[src/rtl/tron_fb_pkg.sv]
// Shared constants and types for the frameRAM write-port arbiter.
package tron_fb_pkg;

    localparam int          FB_WORDS   = 153600;
    localparam int          FB_ADDR_W  = 19;
    localparam int          FB_DATA_W  = 16;
    localparam logic [15:0] CLEAR_WORD = 16'h0808;

    typedef enum logic [1:0] {
        IDLE      = 2'd0,
        WAIT_EDGE = 2'd1,
        WIPE      = 2'd2
    } fb_arb_state_t;

    typedef enum logic {
        RR_RED  = 1'b0,
        RR_BLUE = 1'b1
    } rr_ptr_t;

endpackage

[src/rtl/fb_rr_arb2.sv]
// Two-way round-robin arbiter: combinational grant, registered priority pointer.
module fb_rr_arb2 (
    input  logic i_clk,
    input  logic i_rst,
    input  logic i_en,
    input  logic i_req_r,
    input  logic i_req_b,
    output logic o_gnt_r,
    output logic o_gnt_b
);
    import tron_fb_pkg::*;

    rr_ptr_t r_ptr;

    always_comb begin
        o_gnt_r = 1'b0;
        o_gnt_b = 1'b0;
        if (i_en) begin
            if (i_req_r && i_req_b) begin
                o_gnt_r = (r_ptr == RR_RED);
                o_gnt_b = (r_ptr == RR_BLUE);
            end else begin
                o_gnt_r = i_req_r;
                o_gnt_b = i_req_b;
            end
        end
    end

    // Every grant hands priority to the other side, contested or not.
    always_ff @(posedge i_clk) begin
        if (i_rst) begin
            r_ptr <= RR_RED;
        end else if (o_gnt_r) begin
            r_ptr <= RR_BLUE;
        end else if (o_gnt_b) begin
            r_ptr <= RR_RED;
        end
    end

endmodule

[src/rtl/fb_write_arbiter.sv]
// Owns the frameRAM write port: round-robin red/blue trail writes plus a full-screen wipe.
// Optional macro FB_ARB_CONFLICT_EN adds the addr_conflict collision pulse output.
module fb_write_arbiter #(
    parameter int              ADDR_W     = tron_fb_pkg::FB_ADDR_W,
    parameter int              DATA_W     = tron_fb_pkg::FB_DATA_W,
    parameter int              FB_WORDS   = tron_fb_pkg::FB_WORDS,
    parameter logic [DATA_W-1:0] CLEAR_WORD = DATA_W'(tron_fb_pkg::CLEAR_WORD)
) (
    input  logic              Clk,
    input  logic              Reset,
    input  logic              frame_clk,
    input  logic              clear_req,
    output logic              clear_busy,
    input  logic              red_req,
    input  logic [ADDR_W-1:0] red_addr,
    input  logic [DATA_W-1:0] red_data,
    output logic              red_gnt,
    input  logic              blue_req,
    input  logic [ADDR_W-1:0] blue_addr,
    input  logic [DATA_W-1:0] blue_data,
    output logic              blue_gnt,
    output logic              fb_we,
    output logic [ADDR_W-1:0] fb_addr,
    output logic [DATA_W-1:0] fb_data
`ifdef FB_ARB_CONFLICT_EN
    ,
    output logic              addr_conflict
`endif
);
    import tron_fb_pkg::*;

    localparam logic [ADDR_W-1:0] LAST_ADDR = ADDR_W'(FB_WORDS - 1);

    fb_arb_state_t     r_state;
    fb_arb_state_t     w_state_nxt;
    logic [ADDR_W-1:0] r_cnt;
    logic [ADDR_W-1:0] w_cnt_nxt;

    logic              r_fclk_s1;
    logic              r_fclk_s2;
    logic              r_fclk_d;
    logic              w_fclk_rise;

    logic              w_arb_en;
    logic              w_gnt_r;
    logic              w_gnt_b;

    logic              r_fb_we;
    logic [ADDR_W-1:0] r_fb_addr;
    logic [DATA_W-1:0] r_fb_data;

    // frame_clk is asynchronous to Clk: two-flop synchroniser then rising-edge detect.
    always_ff @(posedge Clk) begin
        if (Reset) begin
            r_fclk_s1 <= 1'b0;
            r_fclk_s2 <= 1'b0;
            r_fclk_d  <= 1'b0;
        end else begin
            r_fclk_s1 <= frame_clk;
            r_fclk_s2 <= r_fclk_s1;
            r_fclk_d  <= r_fclk_s2;
        end
    end

    assign w_fclk_rise = r_fclk_s2 & ~r_fclk_d;

    always_ff @(posedge Clk) begin
        if (Reset) begin
            r_state <= WAIT_EDGE;
            r_cnt   <= '0;
        end else begin
            r_state <= w_state_nxt;
            r_cnt   <= w_cnt_nxt;
        end
    end

    always_comb begin
        w_state_nxt = r_state;
        w_cnt_nxt   = r_cnt;
        case (r_state)
            IDLE: begin
                if (clear_req) begin
                    w_state_nxt = WAIT_EDGE;
                end
            end
            WAIT_EDGE: begin
                if (w_fclk_rise) begin
                    w_state_nxt = WIPE;
                end
            end
            WIPE: begin
                if (r_cnt == LAST_ADDR) begin
                    w_state_nxt = IDLE;
                    w_cnt_nxt   = '0;
                end else begin
                    w_cnt_nxt   = r_cnt + 1'b1;
                end
            end
            default: begin
                w_state_nxt = WAIT_EDGE;
                w_cnt_nxt   = '0;
            end
        endcase
    end

    // Trail writers only see the port while no wipe is pending or running.
    assign w_arb_en = (r_state == IDLE) && !Reset;

    fb_rr_arb2 u_rr (
        .i_clk   (Clk),
        .i_rst   (Reset),
        .i_en    (w_arb_en),
        .i_req_r (red_req),
        .i_req_b (blue_req),
        .o_gnt_r (w_gnt_r),
        .o_gnt_b (w_gnt_b)
    );

    always_ff @(posedge Clk) begin
        if (Reset) begin
            r_fb_we   <= 1'b0;
            r_fb_addr <= '0;
            r_fb_data <= '0;
        end else if (r_state == WIPE) begin
            r_fb_we   <= 1'b1;
            r_fb_addr <= r_cnt;
            r_fb_data <= CLEAR_WORD;
        end else if (w_gnt_r) begin
            r_fb_we   <= 1'b1;
            r_fb_addr <= red_addr;
            r_fb_data <= red_data;
        end else if (w_gnt_b) begin
            r_fb_we   <= 1'b1;
            r_fb_addr <= blue_addr;
            r_fb_data <= blue_data;
        end else begin
            r_fb_we   <= 1'b0;
        end
    end

`ifdef FB_ARB_CONFLICT_EN
    logic r_conflict;

    // Head-on hint only; arbitration still serialises both writes.
    always_ff @(posedge Clk) begin
        if (Reset) begin
            r_conflict <= 1'b0;
        end else begin
            r_conflict <= (r_state == IDLE) && red_req && blue_req && (red_addr == blue_addr);
        end
    end

    assign addr_conflict = r_conflict;
`endif

    assign clear_busy = (r_state != IDLE);
    assign red_gnt    = w_gnt_r;
    assign blue_gnt   = w_gnt_b;
    assign fb_we      = r_fb_we;
    assign fb_addr    = r_fb_addr;
    assign fb_data    = r_fb_data;

endmodule
[config.mk]
export PLATFORM = sky130hd
export DESIGN_NAME = fb_write_arbiter
export DESIGN_NICKNAME = d
export VERILOG_FILES = /design/src/rtl/tron_fb_pkg.sv /design/src/rtl/fb_rr_arb2.sv /design/src/rtl/fb_write_arbiter.sv
export SDC_FILE = /design/constraint.sdc
export NUM_CORES = 1
export LEC_CHECK = 0
export ABC_AREA = 1
export BUFFER_PORTS_ARGS = -buffer_cell sky130_fd_sc_hd__buf_2
export CAP_MARGIN = 10
export CORE_ASPECT_RATIO = 0.5
export CORE_MARGIN = 4
export CORE_UTILIZATION = 41
export CTS_BUF_LIST = sky130_fd_sc_hd__clkbuf_16
export DETAILED_ROUTE_END_ITERATION = 12
export PLACE_DENSITY = 0.66
export SLEW_MARGIN = 0
export SYNTH_ARGS = -nofsm -noshare
export SYNTH_HDL_FRONTEND = slang
export SYNTH_SLANG_ARGS = --single-unit
[constraint.sdc]
create_clock -name Clk -period 3.9 [get_ports Clk]
set_clock_uncertainty 0.1 [all_clocks]
set_input_delay 0.195 -clock Clk [delete_from_list [all_inputs] [get_ports Clk]]
set_output_delay 0.195 -clock Clk [all_outputs]
set_load 0.005 [all_outputs]
==> impl_metrics.yaml, run 1 <==
setup_path:
  crit_path_start_kind: "register"
  worstPathMaxFanout: 37
  crit_path_end_kind: "primary output"
  reg2reg_to: "fb_addr[18]"
  crit_start: "r_state[1]"
  r2r_slack_ns: 1.55
  regToRegStartpoint: "r_state[0]"
  crit_end: "red_gnt"
  worstPathRequired_ns: 3.61
  worstSetupPathType: "reg -> out"
  cp.arrival_ns: 2.19
  ff2ff_path_depth: 5
floorplanning:
  initial_core_util_pct: 43.26
  core_region_area_um2: 7515
  die_x_um: 133.9
  io_pins: 115
  num_rows: 22
  die_area_um2: 9503
  die_height_um: 70.96
synth:
  synth_top_cell_area_share_pct: 37.57
  synthXorXnorAreaFrac_pct: 2.156
  syn_avg_cell_area_um2: 6.702
  synth_compound_area_share_pct: 10.12
  synth_simple_gate_area_share_pct: 34.72
  synthArstFlopShare_pct: 0
  synth_fa_ha_area_share_pct: 1.540
  syn-cell-area_um2: 3251
  synth_top_family_by_area: "simple AND/OR/NAND/NOR gates"
  ys_seq_area_share_pct: 37.57
  synth_mux_area_share_pct: 0.3079
  synth_largest_area_cell: "dfxtp_1"
  synth_seq_cells: 61
  yosysMostFrequentCell: "nand2_1"
  synth_cells: 485
  ys_warn_count: 0
  synthTopCellsByArea: "dfxtp_1, nand2_1, inv_1, nand3_1, nor2_1"
  synth_nets: 565
  synth-edff-count: 0
  synth_flop_cell: "dfxtp_1"
  yosysUniqueCellTypes: 37
  netlist_top_cells_count: "nand2_1, inv_1, dfxtp_1"
power_and_ir_drop:
  internal_power_uw: 1378
  total_leakage_power_uw: 0.002041
  p_clk_share_pct: 35.9
  ir_drop_v: 0.0002540
  power.switching_uw: 647.1
  power_frac_seq_pct: 36.4
  pwr-share-comb_pct: 27.7
  powerDensity_nw_per_um2: 492.0
  swShare_pct: 31.95
drt:
  vias: 3247
  dr.first_iter.drc_count: 152
  via_per_inst: 4.619
  wl_per_cell_um: 12.25
  drt-pass1-iter-count: 4
  wirelength_um: 8611
  detail-route-antenna-nets: 0
  drc: 0
flow_run:
  maxCapViolCount: 0
global_route:
  grt_pass1_wl_um: 13720
  grt_max_degree: 38
  grt_util_met1_pct: 22.83
  grt_pass1_vias: 2920
  grt_busiest_layer: "met2"
  overflow: 0
  antenna_found_initial: 0
  gr-usage-met3_pct: 5.895
  grt_util_met2_pct: 29.40
  grt_use_total_pct: 17.96
clock_tree:
  cts.clk_slew.worst_paths_ns: 0.05
  cts_resized: 0
  htreeDepth: 3
  cts_tree: "done"
  clockBufferDepth: 2
  clock_latency_ns: 0.33
  cts_sinks: 61
  numCtsBuffers: 9
  root_buffer: "clkbuf_16"
sta:
  fin_tns_setup_ns: 0
  fin_crit_ns: 2.484
  worst_pin_slew_ns: 0.9115
  hold_slack_ns: 0.03109
  hold_violations: 0
  setup_violations: 0
  slew_violations: 0
  rsz0062_at_grt: "no"
  fmax_ghz: 0.4026
  slew_headroom_pct: 39.17
  finalCritPeriodShare_pct: 63.68
final_layout:
  multiInputGateArea_um2: 1588
  fin_nets: 672
  area.sequential_um2: 1221
  diodes: 0
  layout-drive-gt1-share_pct: 25.71
  syn2layout_area_growth_pct: 26.64
  fill_cells: 779
hold_path:
  hold_class: "in -> reg"
placement:
  portBuffers: 114
  gp_congestion: 0.8041
  dp.final_hpwl_um: 6395
outcome:
  status: "finished clean"
## cell type report
cell class                 count  share of cell area, %
inverter                      83                  7.629
timing repair buffer         116                  14.29
tap                          108                  3.283
multi-input combinational    321                  38.57
sequential                    61                  29.67
clock inverter                 5                  1.094
clock buffer                   9                  5.471
## per-stage QoR
stage / cell area [µm²] / setup slack, ns / util, % / std cells / total power (µW)
3_3_place_gp: 3836 / 1.573 / 51.05 / 688 / 1304
2_1_floorplan: 3251 / 2.237 / - / 485 / 1149
3_5_place_dp: 3836 / 1.527 / 51.05 / 688 / 1313
5_1_grt: 4116 / 1.220 / 54.78 / 703 / 2148
6_report: 4116 / 1.416 / 54.78 / 703 / 2025
4_1_cts: 4116 / 1.375 / 54.78 / 703 / 2052
## critical path, cell delays in order (launching register included)
cell	delay [ns]
dfxtp_1	0.33
inv_1	0.08
ha_1	0.22
inv_2	0.09
nor2_8	0.11
nand3_4	0.37
inv_4	0.45
buf_2	0.19
## per-layer routing
metal  vias to the layer above  share of wire [%]
met5                         -                  0
met4                         0                1.3
met3                        11                7.0
met2                        73                 45
met1                      1427                 47
li1                       1736                  -
## placed cells by master (no fill, tap or decap), types with 3 or more instances in the layout
cell	synthesis	routed
ha_1	4	4
clkbuf_16	0	9
a21oi_1	5	5
o21ai_0	3	3
nor2_1	40	40
buf_2	9	114
a31oi_1	19	19
nor2_2	4	4
nand2_2	5	5
dfxtp_1	61	61
inv_2	10	10
nand3_1	46	46
clkinv_1	0	3
nand2_1	148	148
o211ai_1	14	14
xor2_1	6	6
inv_1	72	73
nor3_1	5	5
## registers in the layout, summed over array words and instances (netlist names)
| register | cells |
|---|---|
| fb_addr | 19 |
| r_fclk_d | 1 |
| fb_data | 16 |
| r_fclk_s1 | 1 |
| r_fclk_s2 | 1 |
| r_state | 2 |
| r_cnt | 19 |
| u_rr.r_ptr | 1 |
| fb_we | 1 |
## kinds of logic (layout without fill, tap and decap cells)
group,Yosys count,in the layout
and+or+nand+nor,258,258
buffers and inverters,103,213
DFF,61,61
AOI/OAI and AO/OA,50,50
xor gates and xnor gates,8,8
adders and majority gates,4,4
muxes,1,1
## how the worst min path moves through the flow
stage	startpoint	endpoint	cells after the start
CTS	blue_data[11]	fb_data[11]	3
finish	blue_data[11]	fb_data[11]	3
global placement	r_fclk_s1	r_fclk_s2	2
global route	blue_data[11]	fb_data[11]	3
detailed placement	r_fclk_s1	r_fclk_s2	2
floorplan	frame_clk	r_fclk_s1	2
## repair_timing
item,in CTS,in global routing
endpoints found under the setup margin,0,0
hold endpoints to repair,1,0
hold buffers,1,0
setup buffers,0,0
## power by group through the flow
| stage | Combinational, µW | Sequential, µW | Clock, µW |
|---|---|---|---|
| 5_1_grt | 629 | 743 | 776 |
| 6_report | 562 | 736 | 727 |
| 3_5_place_dp | 566 | 747 | 0 |
| 2_1_floorplan | 402 | 747 | 0 |
| 3_3_place_gp | 557 | 746 | 0 |
| 4_1_cts | 569 | 736 | 747 |
Note: power is estimated with default switching activity, not from simulation.
==> run 2: changes to the inputs <==
Clock period 3.9 ns to 2.4 ns, I/O delays scaled along.
==> impl_metrics.yaml, run 2 (same netlist as run 1, synthesis figures left out) <==
hold_path:
  hold_class: "in -> reg"
sta:
  hold_violations: 0
  fmax_ghz: 0.4772
  slew_headroom_pct: 75.46
  finalCritPeriodShare_pct: 87.32
  worst_pin_slew_ns: 0.3681
  fin_tns_setup_ns: 0
  setup_violations: 0
  slew_violations: 0
  rsz0062_at_grt: "no"
  fin_crit_ns: 2.096
  fin_ws_ns: 0.3044
floorplanning:
  core_region_area_um2: 7515
  die_area_um2: 9503
  initial_core_util_pct: 43.26
  io_pins: 115
  num_rows: 22
  die_height_um: 70.96
  die_x_um: 133.9
global_route:
  grt_pass1_wl_um: 14340
  grt_pass1_vias: 3014
  antenna_found_initial: 0
  grt_use_total_pct: 18.54
  grt_max_degree: 37
  overflow: 0
clock_tree:
  clock_latency_ns: 0.33
  cts_setup_buffers: 0
  numCtsBuffers: 9
  clockBufferDepth: 2
  cts_sinks: 61
  htreeDepth: 3
  root_buffer: "clkbuf_16"
  cts.clk_slew.worst_paths_ns: 0.05
  cts_tree: "done"
drt:
  vias: 3290
  via_per_inst: 4.621
  wirelength_um: 8674
  detail-route-antenna-nets: 0
  dr.first_iter.drc_count: 165
  drc: 0
  drt-pass1-iter-count: 4
  wl_per_cell_um: 12.18
setup_path:
  r2r_slack_ns: 0.53
  cp.arrival_ns: 1.88
  crit_path_start_kind: "register"
  worstPathRequired_ns: 2.18
  worstPathMaxFanout: 36
  crit_path_end_kind: "primary output"
  worstSetupPathType: "reg -> out"
final_layout:
  fill_cells: 763
  area.sequential_um2: 1221
  fin_area_um2: 4184
  final_cell_count_no_fill: 712
  syn2layout_area_growth_pct: 28.71
  layout-drive-gt1-share_pct: 26.99
  fin_nets: 679
  final_common_cell: "nand2_1"
  final_cell_mix: "nand2_1, buf_2, inv_1, dfxtp_1, nand3_1"
  multiInputGateArea_um2: 1588
  diodes: 0
power_and_ir_drop:
  total_leakage_power_uw: 0.002088
  ir_drop_v: 0.0003897
  powerDensity_nw_per_um2: 799.9
  p_total_uw: 3347
placement:
  place_worst_setup_slack_ns: 0.5463
  portBuffers: 114
  placed_area_um2: 3881
  placed_cells: 694
  dp.final_hpwl_um: 6333
  gp_congestion: 0.8397
flow_run:
  maxCapViolCount: 0
outcome:
  status: "finished clean"
run 2: cell types whose count changed in the layout (fill, tap and decap cells not counted):
cell	previous run	this run
buf_4	1	7
clkinv_1	3	1
clkinv_2	0	4
dlygate4sd3_1	1	2
run 2: worst max-delay path, cell delays in order, from the launching register on:
cell     delay, ns
dfxtp_1       0.33
inv_1         0.08
ha_1          0.23
inv_2         0.09
nor2_8        0.11
nand3_4       0.16
inv_4         0.32
buf_2         0.19
run 2: metrics by stage:
stage	hold slack (ns)	util [%]
after detailed placement	0.2275	51.65
after floorplan	0.1270	-
final	0.007329	55.68
after global routing	0.02003	55.68
after CTS	0.006664	55.68
after global placement	0.2235	51.65
run 2: layout make-up:
type	instances	area share [%]
clock buffers	9	5.383
multi-input cells	321	37.95
flip-flops and latches	61	29.19
inverters	83	7.506
repair buffers	123	15.37
clock inverters	7	1.376
well taps	108	3.230
run 2: power by group:
group	switching [µW]	internal [µW]	total, µW	leakage (µW)
registers	65.6	1130	1190	0.000495
clock network	436	786	1220	0.000148
logic	577	353	930	0.00145
total	1080	2270	3350	0.00209
run 2: what timing repair did:
action | 4_1_cts | 5_1_grt
hold buffers | 2 | 0
endpoints found under the setup margin | 0 | 0
endpoints found under the hold margin | 2 | 0
resized for setup | 0 | 0
run 2: metal layers:
metal  track usage, %  wire length [µm]  share of wire (%)  vias to the layer above
li1                 -                 -                  -                     1740
met1            23.58              4042                 47                     1469
met2            30.91              4010                 46                       77
met3            4.972               548                6.3                        4
met4            5.929                72               0.83                        0
met5                0                 0                  0                        -
run 2: worst paths after layout:
kind	endpoint	depth (start not counted)	startpoint
worst max-delay path	red_gnt	7	r_state[0]
worst min-delay path	fb_data[11]	3	red_data[11]
worst max register to register	r_cnt[13]	10	r_state[1]
worst min register to register	r_fclk_s2	2	r_fclk_s1
